===== config.mk =====
export PLATFORM = sky130hd
export DESIGN_NAME = basilisk_reg_scoreboard_flat
export DESIGN_NICKNAME = d
export VERILOG_FILES = /design/src/rtl/basilisk_reg_scoreboard_if.sv /design/src/rtl/basilisk_reg_scoreboard.sv /design/src/flat_wrapper.sv
export SDC_FILE = /design/constraint.sdc
export NUM_CORES = 1
export LEC_CHECK = 0
export CORE_AREA = 10 10 198 200
export CTS_CLUSTER_DIAMETER = 120
export DETAILED_ROUTE_END_ITERATION = 10
export DIE_AREA = 0 0 208 210
export SETUP_SLACK_MARGIN = 0.02
export SLEW_MARGIN = 30
export SYNTH_ARGS = -nofsm -noshare
export SYNTH_HDL_FRONTEND = slang
export SYNTH_SLANG_ARGS = --single-unit

===== constraint.sdc =====
create_clock -name clk -period 9.68 [get_ports clk]
set_input_delay 1.936 -clock clk [delete_from_list [all_inputs] [get_ports clk]]
set_output_delay 1.936 -clock clk [all_outputs]
set_load 0.03 [all_outputs]

===== src/rtl/basilisk_reg_scoreboard_if.sv =====
// basilisk_reg_scoreboard_if: decode/writeback side of the FP register scoreboard
interface basilisk_reg_scoreboard_if;
   logic            flush;
   logic            issue_valid;
   logic            issue_ready;
   logic [4:0]      issue_rd;
   logic            wb_valid;
   logic [4:0]      wb_rd;
   logic [31:0][1:0] reg_status;
   logic            busy;
   logic            error;
   modport master (output flush, issue_valid, issue_rd, wb_valid, wb_rd,
                   input issue_ready, reg_status, busy, error);
   modport slave  (input flush, issue_valid, issue_rd, wb_valid, wb_rd,
                   output issue_ready, reg_status, busy, error);
endinterface


===== src/rtl/basilisk_reg_scoreboard.sv =====
// basilisk_reg_scoreboard: per-register outstanding-write counters and status for the 32 FP registers
module basilisk_reg_scoreboard #(
   parameter int MAX_PENDING = 3
) (
   input logic                      clk,
   input logic                      rst,
   basilisk_reg_scoreboard_if.slave sb
);
   localparam int CW = $clog2(MAX_PENDING + 1);
   localparam logic [CW-1:0] MAXC = CW'(MAX_PENDING);
   localparam logic [1:0] ST_VALID = 2'b00, ST_INVALID = 2'b01, ST_UP = 2'b10, ST_DOWN = 2'b11;
   logic [CW-1:0]    r_cnt [32];
   logic [CW-1:0]    w_nxt [32];
   logic [31:0][1:0] r_status, w_status;
   logic [31:0]      w_iv, w_dv;
   logic             r_busy, r_err, w_busy, w_err, w_ready;
   // next counts and status; an unmatched writeback at zero holds 0 and flags error
   always_comb begin
      w_ready = r_cnt[sb.issue_rd] != MAXC;
      w_iv = (sb.issue_valid && w_ready && !sb.flush) ? 32'd1 << sb.issue_rd : '0;
      w_dv = (sb.wb_valid && !sb.flush) ? 32'd1 << sb.wb_rd : '0;
      w_err = 1'b0;
      w_busy = 1'b0;
      for (int r = 0; r < 32; r++) begin
         w_nxt[r] = r_cnt[r];
         if (sb.flush) w_nxt[r] = '0;
         else if (w_iv[r] && !w_dv[r]) w_nxt[r] = r_cnt[r] + 1'b1;
         else if (w_dv[r] && !w_iv[r]) begin
            if (r_cnt[r] == '0) w_err = 1'b1;
            else w_nxt[r] = r_cnt[r] - 1'b1;
         end
         w_status[r] = (w_nxt[r] == '0) ? ST_VALID :
                       (w_iv[r] && !w_dv[r]) ? ST_UP :
                       (w_dv[r] && !w_iv[r]) ? ST_DOWN : ST_INVALID;
         w_busy = w_busy | (w_nxt[r] != '0);
      end
   end
   // state registers; error is sticky until reset
   always_ff @(posedge clk or posedge rst) begin
      if (rst) begin
         for (int r = 0; r < 32; r++) r_cnt[r] <= '0;
         r_status <= '0;
         r_busy <= 1'b0;
         r_err <= 1'b0;
      end else begin
         for (int r = 0; r < 32; r++) r_cnt[r] <= w_nxt[r];
         r_status <= w_status;
         r_busy <= w_busy;
         r_err <= r_err | w_err;
      end
   end
   assign sb.issue_ready = w_ready;
   assign sb.reg_status = r_status;
   assign sb.busy = r_busy;
   assign sb.error = r_err;
endmodule


===== src/flat_wrapper.sv =====
// flat-port wrapper written by rule: the top's interface ports become plain ports
module basilisk_reg_scoreboard_flat 
#(
   parameter int MAX_PENDING = 3
)
  (clk, rst, sb_flush, sb_issue_valid, sb_issue_rd, sb_wb_valid, sb_wb_rd, sb_issue_ready, sb_reg_status, sb_busy, sb_error);
  basilisk_reg_scoreboard_if sb_i ();
  input logic clk;
  input logic rst;
  input wire logic [$bits(sb_i.flush)-1:0] sb_flush;
  input wire logic [$bits(sb_i.issue_valid)-1:0] sb_issue_valid;
  input wire logic [$bits(sb_i.issue_rd)-1:0] sb_issue_rd;
  input wire logic [$bits(sb_i.wb_valid)-1:0] sb_wb_valid;
  input wire logic [$bits(sb_i.wb_rd)-1:0] sb_wb_rd;
  output wire logic [$bits(sb_i.issue_ready)-1:0] sb_issue_ready;
  output wire logic [$bits(sb_i.reg_status)-1:0] sb_reg_status;
  output wire logic [$bits(sb_i.busy)-1:0] sb_busy;
  output wire logic [$bits(sb_i.error)-1:0] sb_error;
  assign sb_i.flush = sb_flush;
  assign sb_i.issue_valid = sb_issue_valid;
  assign sb_i.issue_rd = sb_issue_rd;
  assign sb_i.wb_valid = sb_wb_valid;
  assign sb_i.wb_rd = sb_wb_rd;
  assign sb_issue_ready = sb_i.issue_ready;
  assign sb_reg_status = sb_i.reg_status;
  assign sb_busy = sb_i.busy;
  assign sb_error = sb_i.error;
  basilisk_reg_scoreboard #(.MAX_PENDING(MAX_PENDING)) u_core (.clk(clk), .rst(rst), .sb(sb_i));
endmodule

==> results by group <==
Outcome
  • Status: completed

Global routing
  • Largest net degree at the start of global routing: 82
  • Total global routing overflow: 0
  • Initial antenna violation count: 0
  • Tot GR Track Use: 12.6%
  • Number of global-route vias before repair: ~7400
  • Global-route wire length before repair: 43.2 mm

Setup path
  • Worst Path Required: 7.74 ns
  • Crit-path most repeated cell: clkdlybuf4s50_1
  • Worst Path Class, Setup: primary input to output port
  • Worst Setup EP: sb_issue_ready
  • CP max FO: 39
  • Reg2reg start: u_core.r_cnt[25]
  • CP peak stage delay: between 0.6 and 0.7 ns
  • CP cell instances: clkdlybuf4s50_1, buf_4, o31ai_1, mux4_2, o22ai_2, or2_2, clkdlybuf4s50_1
  • CP startpoint kind: primary input
  • R2r worst-path depth: 11
  • Worst Setup End Kind: output port
  • WP data arrival: 4.86 ns
  • Critical path's slowest cell: clkdlybuf4s50_1
  • R2R Setup Slk: ~5.8 ns
  • R2r endpoint: u_core.sb.busy
  • Worst Setup SP: sb_issue_rd[0]

Synth
  • Post-synth EDFFs: 0
  • Complex-gate fraction of the synthesized area: 7.07%
  • Main flop type after synthesis: dfrtp_1
  • Adder-Cell Fraction of Synth Area: 21.4%
  • Synth unique cells: 39
  • Synth Area in Simple Gates: between 20% and 30%
  • Warnings, synthesis: 0
  • Share of synthesized area spent on multiplexers: 5.24%
  • Synthesized net count: 1180
  • Synth Instances: 1005
  • Syn avg cell area: roughly 9.3 um^2
  • Sequential area share after synthesis: 34.8%
  • Asr flop ratio synth: 100%
  • Main combinational cell family by area after synthesis: simple AND/OR/NAND/NOR gates
  • Yosys reg bits: 130
  • XOR/XNOR share of the synthesized area: 0%
  • Post-Syn Area: 9360 um^2

Min path
  • HP Class: register to register

Pwr
  • Pwr dens: 118 nW/um^2
  • Peak VDD IR: 105 uV
  • Static leakage power: 4.68 nW

CTS
  • Post-CTS Hold Fix Bufs: 0
  • Clk root buf: clkbuf_16
  • Post_cts resized: 0
  • Clock latency on the worst-skew pair: between 0.4 and 0.5 ns
  • Post-CTS setup buffers: 0
  • # clock sinks: 130
  • CTS HTree Levels: 4
  • Cts bufs inserted: 17
  • CTS tree: yes
  • Clk buf depth: 2
  • CTS clk-pin slew, worst paths: 0.06 ns

Floorplanning
  • Initial Util: a little over a quarter
  • Core footprint: roughly 35000 um^2
  • Num rows: 69
  • Die W: approximately 210 um
  • I/O pins: 82
  • Die H: 210 um
  • Full die area: about 44000 um^2

Drt
  • WL per Instance: between 15 and 20 um
  • Final wirelength: ~28 mm
  • Vias per std cell: about 4.8
  • Via Count: around 7500
  • Iter 0 DRT Violations: approximately 600
  • Final antenna-violating net count: 0
  • DRC violations left: 0
  • DRT Pass-1 Iters: 5

Timing
  • RSZ-0062 raised after global routing: no
  • Final Max Tran Viols: 0
  • Setup tns final: 0 ns
  • Setup ws final: 2.88 ns
  • Crit path time final: approximately 6.8 ns
  • Fmax: 147 MHz
  • Final Skew: 0.0111 ns
  • Hold Slack: 0.482 ns
  • Max-slew headroom: between 40% and 50%
  • Final Hold Vio Count: 0
  • Tightest Pin Transition: 0.771 ns
  • Setup Viol. Count Final: 0
  • Tcrit/Tclk final: 70.2%

Final layout
  • # diodes: 0
  • Post-layout nets: 1264
  • Syn-to-layout area delta: 20.7%
  • Layout cells sized above 1: under 10%
  • Final Util: 32.1%

Placement
  • Gpl congestion: 0.927
  • IO buf count: 81
  • Pre-CTS setup slack: 2.87 ns
  • DP Wirelength: about 21 mm

Job
  • Max-Cap Viols: 0
placed cells by master (no fill, tap or decap), types with 9 or more instances in the layout:
cell / Yosys / routed
ha_1: 160 / 160
nor2_1: 147 / 147
inv_1: 135 / 134
dfrtp_1: 130 / 130
clkdlybuf4s50_1: 0 / 80
nand3b_1: 44 / 44
mux2i_1: 40 / 40
nor2b_1: 39 / 39
nand2b_1: 37 / 37
a31oi_1: 32 / 32
a211oi_1: 32 / 32
nand3_1: 29 / 29
nand2_1: 27 / 27
or3b_2: 27 / 27
nor4_1: 21 / 21
clkbuf_16: 0 / 17
o31ai_1: 16 / 16
and3b_1: 9 / 9
nand4_1: 9 / 9
Yosys cell counts, types with 27 or more instances:
library cell  instances  area (um^2)
mux2i_1              40          400
inv_1               135          507
nand2b_1             37          231
or3b_2               27          236
nor2_1              147          552
nand3_1              29          145
dfrtp_1             130         3250
ha_1                160         2000
a211oi_1             32          240
nand2_1              27          101
a31oi_1              32          200
nand3b_1             44          330
nor2b_1              39          244
kinds of logic (layout without fill, tap and decap cells):
| family | Yosys count | count (layout) |
|---|---|---|
| simple gates | 419 | 419 |
| fa+ha+maj | 160 | 160 |
| buf+inv | 157 | 254 |
| flops | 130 | 130 |
| compound gates | 95 | 95 |
| mux | 44 | 44 |
where the power goes:
group | switching [W] | total [W] | internal, W | leakage, nW
clock network | 0.000261 | 0.000689 | 0.000428 | 0.304
logic | 0.0000650 | 0.0000933 | 0.0000284 | 2.57
registers | 0.00000450 | 0.000553 | 0.000548 | 1.81
registers in the layout, summed over array words and instances (netlist names):
name,cells
u_core.sb.error,1
u_core.sb.busy,1
u_core.sb.reg_status,64
u_core.r_cnt,64
area by class of cell:
cell class,instances,area (um^2)
fill,3649,23900
multi-input combinational,718,5490
sequential,130,3250
timing repair buffer,84,832
tap,461,577
inverter,138,523
clock buffer,21,470
clock inverter,11,151
worst min-delay path by stage:
stage,cells past startpoint,start,slack [ns],end
floorplan,2,u_core.r_cnt[26],0.56,u_core.r_cnt[26]
global placement,1,u_core.sb.error,0.47,u_core.sb.error
detailed placement,1,u_core.sb.error,0.47,u_core.sb.error
CTS,1,u_core.sb.error,0.48,u_core.sb.error
global route,1,u_core.sb.error,0.53,u_core.sb.error
finish,1,u_core.sb.error,0.48,u_core.sb.error
metrics by stage:
stage,power (W),area (um^2),std cells
5_1_grt,0.00139,11300,1563
3_3_place_gp,0.000655,10700,1531
4_1_cts,0.00135,11300,1563
3_5_place_dp,0.000657,10700,1531
2_1_floorplan,0.000617,9360,1005
6_report,0.00134,11300,1563
critical path, delay by kind of cell:
| family | cells | cell delay, ns |
|---|---|---|
| AOI/OAI and AO/OA | 2 | 0.54 |
| muxes | 1 | 0.57 |
| buffers and inverters | 3 | 1.59 |
| and+or+nand+nor | 1 | 0.22 |
metal layers:
layer  up-vias  share of wire [%]  wire length (um)  global-route usage [%]
met5         -                  0                 0                       0
met4         0                2.8               782                    5.07
met3        45                5.5              1550                    2.53
met2       236                 46             12900                    20.0
met1      3653                 46             12800                    16.6
li1       3560                  -                 -                       -
(Power assumes the default switching activity.)
